$ cat src/rtl/ifet_queue_if.sv
// Fetch-unit bus: I-cache request/response, branch-predictor lookup,
// issue-side queue head and ROB redirect.
interface ifet_queue_if #(
    parameter int unsigned XLEN   = 32,
    parameter int unsigned ILEN   = 32,
    parameter int unsigned QDEPTH = 4
);
    localparam int unsigned CW = $clog2(QDEPTH) + 1;

    logic            oIC_Req;
    logic [XLEN-1:0] oIC_Pc;
    logic            iIC_Ack;
    logic [ILEN-1:0] iIC_Ins;
    logic [XLEN-1:0] oBP_Pc;
    logic            iBP_Taken;
    logic [XLEN-1:0] iBP_Pjt;
    logic            oIS_Valid;
    logic            iIS_Ready;
    logic [ILEN-1:0] oIS_Ins;
    logic            oIS_Bj;
    logic [XLEN-1:0] oIS_Pc;
    logic [XLEN-1:0] oIS_Pjt;
    logic            iROB_Mp;
    logic [XLEN-1:0] iROB_Rpc;
    logic [CW-1:0]   oQ_Cnt;

    modport master (
        output oIC_Req, oIC_Pc, oBP_Pc, oIS_Valid, oIS_Ins, oIS_Bj, oIS_Pc, oIS_Pjt, oQ_Cnt,
        input  iIC_Ack, iIC_Ins, iBP_Taken, iBP_Pjt, iIS_Ready, iROB_Mp, iROB_Rpc
    );

    modport slave (
        input  oIC_Req, oIC_Pc, oBP_Pc, oIS_Valid, oIS_Ins, oIS_Bj, oIS_Pc, oIS_Pjt, oQ_Cnt,
        output iIC_Ack, iIC_Ins, iBP_Taken, iBP_Pjt, iIS_Ready, iROB_Mp, iROB_Rpc
    );
endinterface

$ cat src/rtl/ifet_queue.sv
// Instruction fetch FSM with predecode and a circular fetch queue.
// Optional IFET_JAL_PREDECODE_EN: redirect JAL in fetch instead of via the ROB.
module ifet_queue #(
    parameter int unsigned     XLEN     = 32,
    parameter int unsigned     ILEN     = 32,
    parameter int unsigned     QDEPTH   = 4,
    parameter logic [XLEN-1:0] RESET_PC = '0
) (
    input  logic         clk,
    input  logic         rst,
    ifet_queue_if.master bus
);
    localparam int unsigned PW = $clog2(QDEPTH);
    localparam int unsigned CW = PW + 1;
    localparam logic [6:0] OP_BRANCH = 7'b1100011;
    localparam logic [6:0] OP_JAL    = 7'b1101111;
    localparam logic [6:0] OP_JALR   = 7'b1100111;

    typedef enum logic [1:0] {S_IDLE, S_WAIT, S_DROP} state_e;

    state_e          state_q, state_d;
    logic [XLEN-1:0] pc_q, pc_d;
    logic [XLEN-1:0] ic_pc_q, ic_pc_d;
    logic            req_q, req_d;
    logic [PW-1:0]   head_q, head_d;
    logic [PW-1:0]   tail_q, tail_d;
    logic [CW-1:0]   cnt_q, cnt_d;

    logic [ILEN-1:0] ins_mem_q [QDEPTH];
    logic            bj_mem_q  [QDEPTH];
    logic [XLEN-1:0] pc_mem_q  [QDEPTH];
    logic [XLEN-1:0] pjt_mem_q [QDEPTH];

    logic            enq, deq, room, bj_d;
    logic [CW-1:0]   cnt_next;
    logic [XLEN-1:0] pc_plus4, next_pc;

`ifdef IFET_JAL_PREDECODE_EN
    logic [XLEN-1:0] jal_imm;
    assign jal_imm = XLEN'($signed({bus.iIC_Ins[31], bus.iIC_Ins[19:12], bus.iIC_Ins[20],
                                    bus.iIC_Ins[30:21], 1'b0}));
`endif

    // Predecode the returning word into bj flag and next fetch PC
    always_comb begin
        pc_plus4 = pc_q + XLEN'(4);
        bj_d     = 1'b0;
        next_pc  = pc_plus4;
        case (bus.iIC_Ins[6:0])
            OP_BRANCH: begin
                bj_d    = 1'b1;
                next_pc = bus.iBP_Taken ? bus.iBP_Pjt : pc_plus4;
            end
`ifdef IFET_JAL_PREDECODE_EN
            OP_JAL:  next_pc = pc_q + jal_imm;
`else
            OP_JAL:  bj_d = 1'b1;
`endif
            OP_JALR: bj_d = 1'b1;
            default: ;
        endcase
    end

    // Handshakes; a flush cancels both the ack and the dequeue of its cycle
    always_comb begin
        enq      = (state_q == S_WAIT) && bus.iIC_Ack && !bus.iROB_Mp;
        deq      = (cnt_q != '0) && bus.iIS_Ready && !bus.iROB_Mp;
        cnt_next = cnt_q + CW'(enq) - CW'(deq);
        room     = cnt_next < CW'(QDEPTH);
    end

    always_ff @(posedge clk) begin
        if (rst) state_q <= S_IDLE;
        else     state_q <= state_d;
    end

    always_comb begin
        state_d = state_q;
        if (bus.iROB_Mp) begin
            // An ack landing with the flush retires the outstanding request
            case (state_q)
                S_WAIT, S_DROP: state_d = bus.iIC_Ack ? S_IDLE : S_DROP;
                default:        state_d = S_IDLE;
            endcase
        end else begin
            case (state_q)
                S_IDLE:  if (room) state_d = S_WAIT;
                S_WAIT:  if (bus.iIC_Ack) state_d = room ? S_WAIT : S_IDLE;
                S_DROP:  if (bus.iIC_Ack) state_d = S_IDLE;
                default: state_d = S_IDLE;
            endcase
        end
    end

    always_comb begin
        pc_d    = pc_q;
        ic_pc_d = ic_pc_q;
        req_d   = 1'b0;
        head_d  = head_q;
        tail_d  = tail_q;
        cnt_d   = cnt_next;
        if (bus.iROB_Mp) begin
            pc_d   = bus.iROB_Rpc;
            head_d = '0;
            tail_d = '0;
            cnt_d  = '0;
        end else begin
            if (enq) begin
                pc_d   = next_pc;
                tail_d = tail_q + PW'(1);
            end
            if (deq) head_d = head_q + PW'(1);
            if (state_q == S_IDLE && room) begin
                req_d   = 1'b1;
                ic_pc_d = pc_q;
            end
            if (enq && room) begin
                req_d   = 1'b1;
                ic_pc_d = next_pc;
            end
        end
    end

    always_ff @(posedge clk) begin
        if (rst) begin
            pc_q    <= RESET_PC;
            ic_pc_q <= RESET_PC;
            req_q   <= 1'b0;
            head_q  <= '0;
            tail_q  <= '0;
            cnt_q   <= '0;
        end else begin
            pc_q    <= pc_d;
            ic_pc_q <= ic_pc_d;
            req_q   <= req_d;
            head_q  <= head_d;
            tail_q  <= tail_d;
            cnt_q   <= cnt_d;
        end
    end

    // Queue storage needs no reset; validity is tracked by cnt_q
    always_ff @(posedge clk) begin
        if (enq) begin
            ins_mem_q[tail_q] <= bus.iIC_Ins;
            bj_mem_q[tail_q]  <= bj_d;
            pc_mem_q[tail_q]  <= pc_q;
            pjt_mem_q[tail_q] <= next_pc;
        end
    end

    assign bus.oIC_Req   = req_q;
    assign bus.oIC_Pc    = ic_pc_q;
    assign bus.oBP_Pc    = pc_q;
    assign bus.oIS_Valid = (cnt_q != '0);
    assign bus.oIS_Ins   = ins_mem_q[head_q];
    assign bus.oIS_Bj    = bj_mem_q[head_q];
    assign bus.oIS_Pc    = pc_mem_q[head_q];
    assign bus.oIS_Pjt   = pjt_mem_q[head_q];
    assign bus.oQ_Cnt    = cnt_q;
endmodule

$ cat src/flat_wrapper.sv
// flat-port wrapper written by rule: the top's interface ports become plain ports
module ifet_queue_flat 
#(
    parameter int unsigned     XLEN     = 32,
    parameter int unsigned     ILEN     = 32,
    parameter int unsigned     QDEPTH   = 4,
    parameter logic [XLEN-1:0] RESET_PC = '0
)
  (clk, rst, bus_oIC_Req, bus_oIC_Pc, bus_oBP_Pc, bus_oIS_Valid, bus_oIS_Ins, bus_oIS_Bj, bus_oIS_Pc, bus_oIS_Pjt, bus_oQ_Cnt, bus_iIC_Ack, bus_iIC_Ins, bus_iBP_Taken, bus_iBP_Pjt, bus_iIS_Ready, bus_iROB_Mp, bus_iROB_Rpc);
  ifet_queue_if #(.XLEN(XLEN), .ILEN(ILEN), .QDEPTH(QDEPTH)) bus_i ();
  input  logic clk;
  input  logic rst;
  output wire logic [$bits(bus_i.oIC_Req)-1:0] bus_oIC_Req;
  output wire logic [$bits(bus_i.oIC_Pc)-1:0] bus_oIC_Pc;
  output wire logic [$bits(bus_i.oBP_Pc)-1:0] bus_oBP_Pc;
  output wire logic [$bits(bus_i.oIS_Valid)-1:0] bus_oIS_Valid;
  output wire logic [$bits(bus_i.oIS_Ins)-1:0] bus_oIS_Ins;
  output wire logic [$bits(bus_i.oIS_Bj)-1:0] bus_oIS_Bj;
  output wire logic [$bits(bus_i.oIS_Pc)-1:0] bus_oIS_Pc;
  output wire logic [$bits(bus_i.oIS_Pjt)-1:0] bus_oIS_Pjt;
  output wire logic [$bits(bus_i.oQ_Cnt)-1:0] bus_oQ_Cnt;
  input wire logic [$bits(bus_i.iIC_Ack)-1:0] bus_iIC_Ack;
  input wire logic [$bits(bus_i.iIC_Ins)-1:0] bus_iIC_Ins;
  input wire logic [$bits(bus_i.iBP_Taken)-1:0] bus_iBP_Taken;
  input wire logic [$bits(bus_i.iBP_Pjt)-1:0] bus_iBP_Pjt;
  input wire logic [$bits(bus_i.iIS_Ready)-1:0] bus_iIS_Ready;
  input wire logic [$bits(bus_i.iROB_Mp)-1:0] bus_iROB_Mp;
  input wire logic [$bits(bus_i.iROB_Rpc)-1:0] bus_iROB_Rpc;
  assign bus_oIC_Req = bus_i.oIC_Req;
  assign bus_oIC_Pc = bus_i.oIC_Pc;
  assign bus_oBP_Pc = bus_i.oBP_Pc;
  assign bus_oIS_Valid = bus_i.oIS_Valid;
  assign bus_oIS_Ins = bus_i.oIS_Ins;
  assign bus_oIS_Bj = bus_i.oIS_Bj;
  assign bus_oIS_Pc = bus_i.oIS_Pc;
  assign bus_oIS_Pjt = bus_i.oIS_Pjt;
  assign bus_oQ_Cnt = bus_i.oQ_Cnt;
  assign bus_i.iIC_Ack = bus_iIC_Ack;
  assign bus_i.iIC_Ins = bus_iIC_Ins;
  assign bus_i.iBP_Taken = bus_iBP_Taken;
  assign bus_i.iBP_Pjt = bus_iBP_Pjt;
  assign bus_i.iIS_Ready = bus_iIS_Ready;
  assign bus_i.iROB_Mp = bus_iROB_Mp;
  assign bus_i.iROB_Rpc = bus_iROB_Rpc;
  ifet_queue #(.XLEN(XLEN), .ILEN(ILEN), .QDEPTH(QDEPTH), .RESET_PC(RESET_PC)) u_core (.clk(clk), .rst(rst), .bus(bus_i));
endmodule
$ cat config.mk
export PLATFORM = sky130hd
export DESIGN_NAME = ifet_queue_flat
export DESIGN_NICKNAME = d
export VERILOG_FILES = /design/src/rtl/ifet_queue_if.sv /design/src/rtl/ifet_queue.sv /design/src/flat_wrapper.sv
export SDC_FILE = /design/constraint.sdc
export NUM_CORES = 1
export LEC_CHECK = 0
export ABC_AREA = 1
export CELL_PAD_IN_SITES_DETAIL_PLACEMENT = 1
export CELL_PAD_IN_SITES_GLOBAL_PLACEMENT = 1
export CORE_ASPECT_RATIO = 1.5
export CORE_MARGIN = 2
export CORE_UTILIZATION = 39
export DETAILED_ROUTE_END_ITERATION = 16
export GPL_TIMING_DRIVEN = 1
export PLACE_DENSITY_LB_ADDON = 0.1
export SYNTH_ARGS = -nofsm -noshare
export SYNTH_HDL_FRONTEND = slang
export SYNTH_SLANG_ARGS = --single-unit
$ cat constraint.sdc
create_clock -name clk -period 5.9 [get_ports clk]
set_input_delay 1.18 -clock clk [delete_from_list [all_inputs] [get_ports clk]]
set_output_delay 1.18 -clock clk [all_outputs]
set_load 0.03 [all_outputs]
# --- Word level (Yosys, flattened, before mapping) ---
# Memory sizes are Yosys's and may differ from the RTL's. A register that Yosys moved wholly into a read port is not among the register bits.
# Index checks and enable logic that the tools add are counted.
op_classes:
  add_sub_neg: 5
  n_eq_ne: 8
  n_div: 0
  shifts: 0
  n_mul: 0
  n_bitwise: 1
  muxes: 27
  reduce_logical: 16
  n_lt_le_gt_ge: 1
op_table:
  columns: ["op", "n"]
  rows:
  - ["32-bit two-way mux", 6]
  - ["32-bit by 3-bit adder with 32-bit output, second input constant", 1]
  - ["2-bit two-way mux", 14]
  - ["7-bit == test, second input constant", 3]
  - ["1-bit logical AND", 6]
  - ["1-bit two-way mux", 6]
  - ["3-bit != test, second input constant", 2]
  - ["2-bit one-hot mux with 3 select lines", 1]
  - ["2-bit by 1-bit adder with 2-bit output, second input constant", 2]
  - ["2-bit nonzero test", 2]
  - ["2-bit OR reduction", 2]
  - ["3-bit by 1-bit adder with 3-bit output", 1]
  - ["3-bit < comparator, second input constant", 1]
  - ["3-bit by 2-bit != test with 1-bit output, second input constant", 1]
  - ["3-bit AND reduction", 1]
  - ["3-bit nonzero test", 1]
  - ["3-bit OR reduction", 1]
  - ["3-bit by 1-bit subtractor with 3-bit output", 1]
  - ["2-bit by 1-bit == test with 1-bit output, second input constant", 1]
  - ["2-bit == test, second input constant", 1]
  - ["2-bit zero test", 1]
  - ["2-bit AND reduction", 1]
  - ["1-bit zero test", 1]
  - ["1-bit NOT", 1]
totals:
  ff_bits: 74
  mem_bits_ro: 0
  n_memories: 4
  in_bits: 102
  ram_bits: 388
  out_inout_bits: 166
  latchBits: 0
memory_table:
  columns: ["memory", "depth", "word_bits", "read_ports", "rd_ports_with_merged_regs", "wr", "line_no", "source"]
  rows:
  - ["u_core.ins_mem_q", 4, 32, 1, 1, 1, "ifet_queue.sv:29", "logic [ILEN-1:0] ins_mem_q [QDEPTH];"]
  - ["u_core.pc_mem_q", 4, 32, 1, 1, 1, "ifet_queue.sv:31", "logic [XLEN-1:0] pc_mem_q [QDEPTH];"]
  - ["u_core.pjt_mem_q", 4, 32, 1, 1, 1, "ifet_queue.sv:32", "logic [XLEN-1:0] pjt_mem_q [QDEPTH];"]
  - ["u_core.bj_mem_q", 4, 1, 1, 1, 1, "ifet_queue.sv:30", "logic bj_mem_q [QDEPTH];"]

# --- Depth between registers and ports, before layout ---
logic_depth:
  depth_word: 10
  mapped_depth: 16

# --- Worst setup path before layout ---
# No wires, ideal clock.
synth_path:
  path_type: "input to register"
  start: "input port bus_iROB_Mp"
  end: "memory u_core.bj_mem_q[0] (enable)"
  path_buffers: 2
  t_arrival_ns: 5.807
  t_required_ns: 5.346
  stages: 5
  slack_ns: -0.461
  setup_ns: 0.554
  path_cell_list: "buf_2 nor2_4 inv_2 clkbuf_1 nor2_1"
synth_between:
  elab_chain_cells: 4
synth_rtl:
  columns: ["item", "line_no", "source"]
  rows:
  - ["from (decl)", "flat_wrapper.sv:27", "input wire logic [$bits(bus_i.iROB_Mp)-1:0] bus_iROB_Mp;"]
  - ["1-bit zero test", "ifet_queue.sv:66", "enq = (state_q == S_WAIT) && bus.iIC_Ack && !bus.iROB_Mp;"]
  - ["1-bit logical AND", "ifet_queue.sv:66", null]
  - ["1-bit two-way mux", "ifet_queue.sv:144", "if (enq) begin"]
  - ["1-bit two-way mux (implied by the code)", "ifet_queue.sv:146", "bj_mem_q[tail_q] <= bj_d;"]
  - ["to (decl)", "ifet_queue.sv:30", null]
# No other way between the ends.

==> key figures <==
Global routing
  – Number of global-route vias before repair: 14540
  – GR Util All Layers: 0.2244
  – Largest net degree at the start of global routing: 137
  – Initial antenna violation count: 0
  – First-pass GRT wire length: 85420 microns
  – GR Overflow Total: 0

Detailed routing
  – Max layer used: met4
  – DR vias: 13760
  – Detailed router's first-iteration violation count: 744
  – Avg WL per Cell: 22.13 microns
  – Metal3 WL: 2367 microns
  – Final ANT Viol Nets: 0
  – Drc violations: 0
  – Vias per inst: 5.354
  – Met2 WL: 28860 microns
  – Routed wire length: 56870 microns
  – Drt pass-1 iters: 5
  – Met1 WL: 23740 microns

Clocking
  – Post-CTS setup buffer count: 0
  – Clk_lat worst skew: 0.57 ns
  – H-tree levels: 2
  – Sink Count: 464
  – Max clock buf depth: 3
  – Reg clk slew, reported paths: 0.06 ns
  – Hold_buf cts: 0
  – Post-CTS Resized: 0
  – Root Driver: clkbuf_16
  – CTS tree: done
  – Total CTS buffers: 46

Timing
  – Fmax: 216.1 MHz
  – Final setup viols: 0
  – Clock skew: 0.01976 ns
  – Hold slack: 0.4757 ns
  – Slew margin rel.: 0.3335
  – Max Slew Vio Count: 0
  – Fin crit share: 0.7842
  – RSZ-0062 raised after global routing: false
  – Final hold viol count: 0
  – Worst-Margin Slew: 0.9998 ns
  – Min cycle time layout: 4.627 ns
  – Final worst-path setup slack: 1.273 ns

Setup path
  – Crit path launch type: register
  – Reg2reg path depth: 15
  – Worst Path Required: 4.72 ns
  – Critical R2R Launch: u_core.bus.oQ_Cnt[1]
  – Crit Path Class: reg2out
  – FF-to-FF setup slack: 2.35 ns
  – Crit-path max FO: 135
  – Crit end category: output pin
  – R2R Path End: u_core.bus.oIC_Pc[31]
  – Arrival @ worst endpoint: 3.45 ns

Power
  – Power Density: 299.0 nW/um^2
  – Static Leak: 0.008194 uW
  – Peak supply drop: 0.0002042 V
  – Pwr Total: 7109 uW

Layout
  – Final Core Density: 0.4922
  – Total Nets Final: 2042
  – Area Growth Syn to Fin: 25.29%
  – ANT cells: 0
  – Fraction of layout cells with a size suffix above 1: 0.07434
  – Finished Cell Area: 23780 sq um

Synth
  – Biggest area consumer among synthesized cells: edfxtp_1
  – Commonest register cell after synthesis: edfxtp_1
  – Synth Area per Inst: 11.26 sq um
  – Unique masters post-synth: 39
  – Mapped Nets: 1799
  – Syn Std Cell Area: 18980 sq um
  – Post-synth EDFFs: 388
  – Synth Register Bits: 464
  – Synth Instances: 1686
  – Mux cell area share after synthesis: 0
  – Async SR Flop Fraction: 0
  – Synth top area share: 0.6139
  – Ys Warns: 0
  – Synth Area in Adders: 0.007647
  – Main area contributors after synthesis: edfxtp_1 61%, dfxtp_1 8.0%, o21ai_0 7.2%
  – Post-Synth XOR/XNOR Area: 0.005142
  – Post-synthesis sequential area ratio: 0.6940
  – Post-Synth Simple-Gate Area: 0.1167
  – Largest family of logic cells by synthesized area: compound AO/OA/AOI/OAI gates
  – Complex-gate fraction of the synthesized area: 0.1350

Floorplanning
  – Core outline area: 48310 sq um
  – Die Width: 184.1 microns
  – Die height: 274.2 microns
  – # IOs: 268
  – Cell row count: 99
  – Initial Util: 0.3929
  – Die footprint: 50480 sq um

Hold path
  – Hold Crit Class: reg2reg
  – Hold wc startpoint: u_core.head_q[1]
  – Hold Crit Depth: 2

Placement
  – Port Buf Inserts: 267
  – DP Wirelength: 36920 microns
  – GPL Wtd Cong: 0.8345
  – DP Worst Slack: 1.234 ns
  – Post-DP Area: 22280 sq um

Job
  – Max cap viols: 0

Run status
  – Outcome: completed
## report_power, final
part	leakage, uW	switching [uW]	total [uW]	internal [uW]
clock	0.000733	1240	2950	1720
sequential	0.00417	61.7	3660	3600
combinational	0.00329	295	493	198
## how the worst max path moves through the flow
| stage | endpoint | slack, ns |
|---|---|---|
| floorplan | u_core.bj_mem_q[0] | -0.46 |
| global placement | u_core.bus.oIC_Pc[31] | 1.43 |
| detailed placement | u_core.bus.oIC_Pc[2] | 1.23 |
| CTS | bus_oIS_Bj | 1.11 |
| global route | bus_oIS_Bj | 0.97 |
| finish | bus_oIS_Ins[15] | 1.27 |
## stage by stage
step | instances | TNS, ns
2_1_floorplan | 1686 | -178.95
3_3_place_gp | 2487 | 0
3_5_place_dp | 2487 | 0
4_1_cts | 2570 | 0
5_1_grt | 2570 | 0
6_report | 2570 | 0
## Yosys cell counts, types with 2 or more instances
library cell  number
a21oi_1           40
a31oi_1           23
and2_1             5
buf_1              2
buf_2             19
buf_4              2
clkbuf_1          72
clkinv_1           2
dfxtp_1           76
edfxtp_1         388
ha_1              10
inv_1             95
inv_2              5
nand2_1          202
nand2_2            8
nand3_1           39
nand3b_1           2
nand4_1            2
nor2_1           248
nor2_2            10
nor2_4             5
nor3_1             2
o211ai_1          14
o21a_1            10
o21ai_0          272
o21ai_1            5
o22ai_1           98
or2_2             13
xnor2_1            2
xor2_1             6
## flip-flops by register name, summed over array words and instances (netlist names), named ones only
signal,flops
u_core.bus.oIC_Req,1
u_core.bj_mem_q,4
u_core.bus.oQ_Cnt,3
u_core.bus.oIC_Pc,32
u_core.state_q,2
u_core.bus.oBP_Pc,32
u_core.tail_q,2
u_core.pjt_mem_q,128
u_core.ins_mem_q,128
u_core.head_q,2
u_core.pc_mem_q,128
## worst max-delay path, stage by stage, from the launching register on
cell and delay (ns):
dfxtp_4 0.53, inv_6 0.74, buf_4 0.42, o21ai_0 0.13
o22ai_1 0.21, clkdlybuf4s50_1 0.70
## per-layer routing
layer,GRT usage,vias up
met4,0.08547,0
met3,0.02683,92
li1,-,6466
met1,0.2801,6847
met2,0.3974,356
met5,0,-
## cell usage in the layout, fill, tap and decap left out, types with 3 or more instances in the layout
master	instances
clkdlybuf4s50_1	267
nand2_2	9
edfxtp_1	388
o21a_1	10
dfxtp_1	74
a31oi_1	23
o21ai_1	5
o22ai_1	98
bufinv_16	6
o211ai_1	14
clkbuf_1	5
clkbuf_16	47
inv_1	93
nor2_1	244
nor2_4	9
a21oi_1	40
nor2_2	10
buf_4	22
inv_2	6
buf_12	3
ha_1	10
clkinv_1	15
o21ai_0	272
nand3_1	39
xor2_1	6
clkinv_2	7
and2_1	5
or2_2	13
nand2_1	201
## cell families after synthesis
logic type,count (synthesis)
compound gates,466
xor+xnor,9
fa+ha+maj,11
buf+inv,199
flops,464
simple gates,537
## cell type report
class,count,area [sq um]
clock buffer,52,1195
clock inverter,31,307.8
fill,5108,24530
inverter,102,387.9
multi-input combinational,1023,5052
sequential,464,13180
tap,606,758.2
timing repair buffer,292,2898
Note: power is estimated with default switching activity, not from simulation.
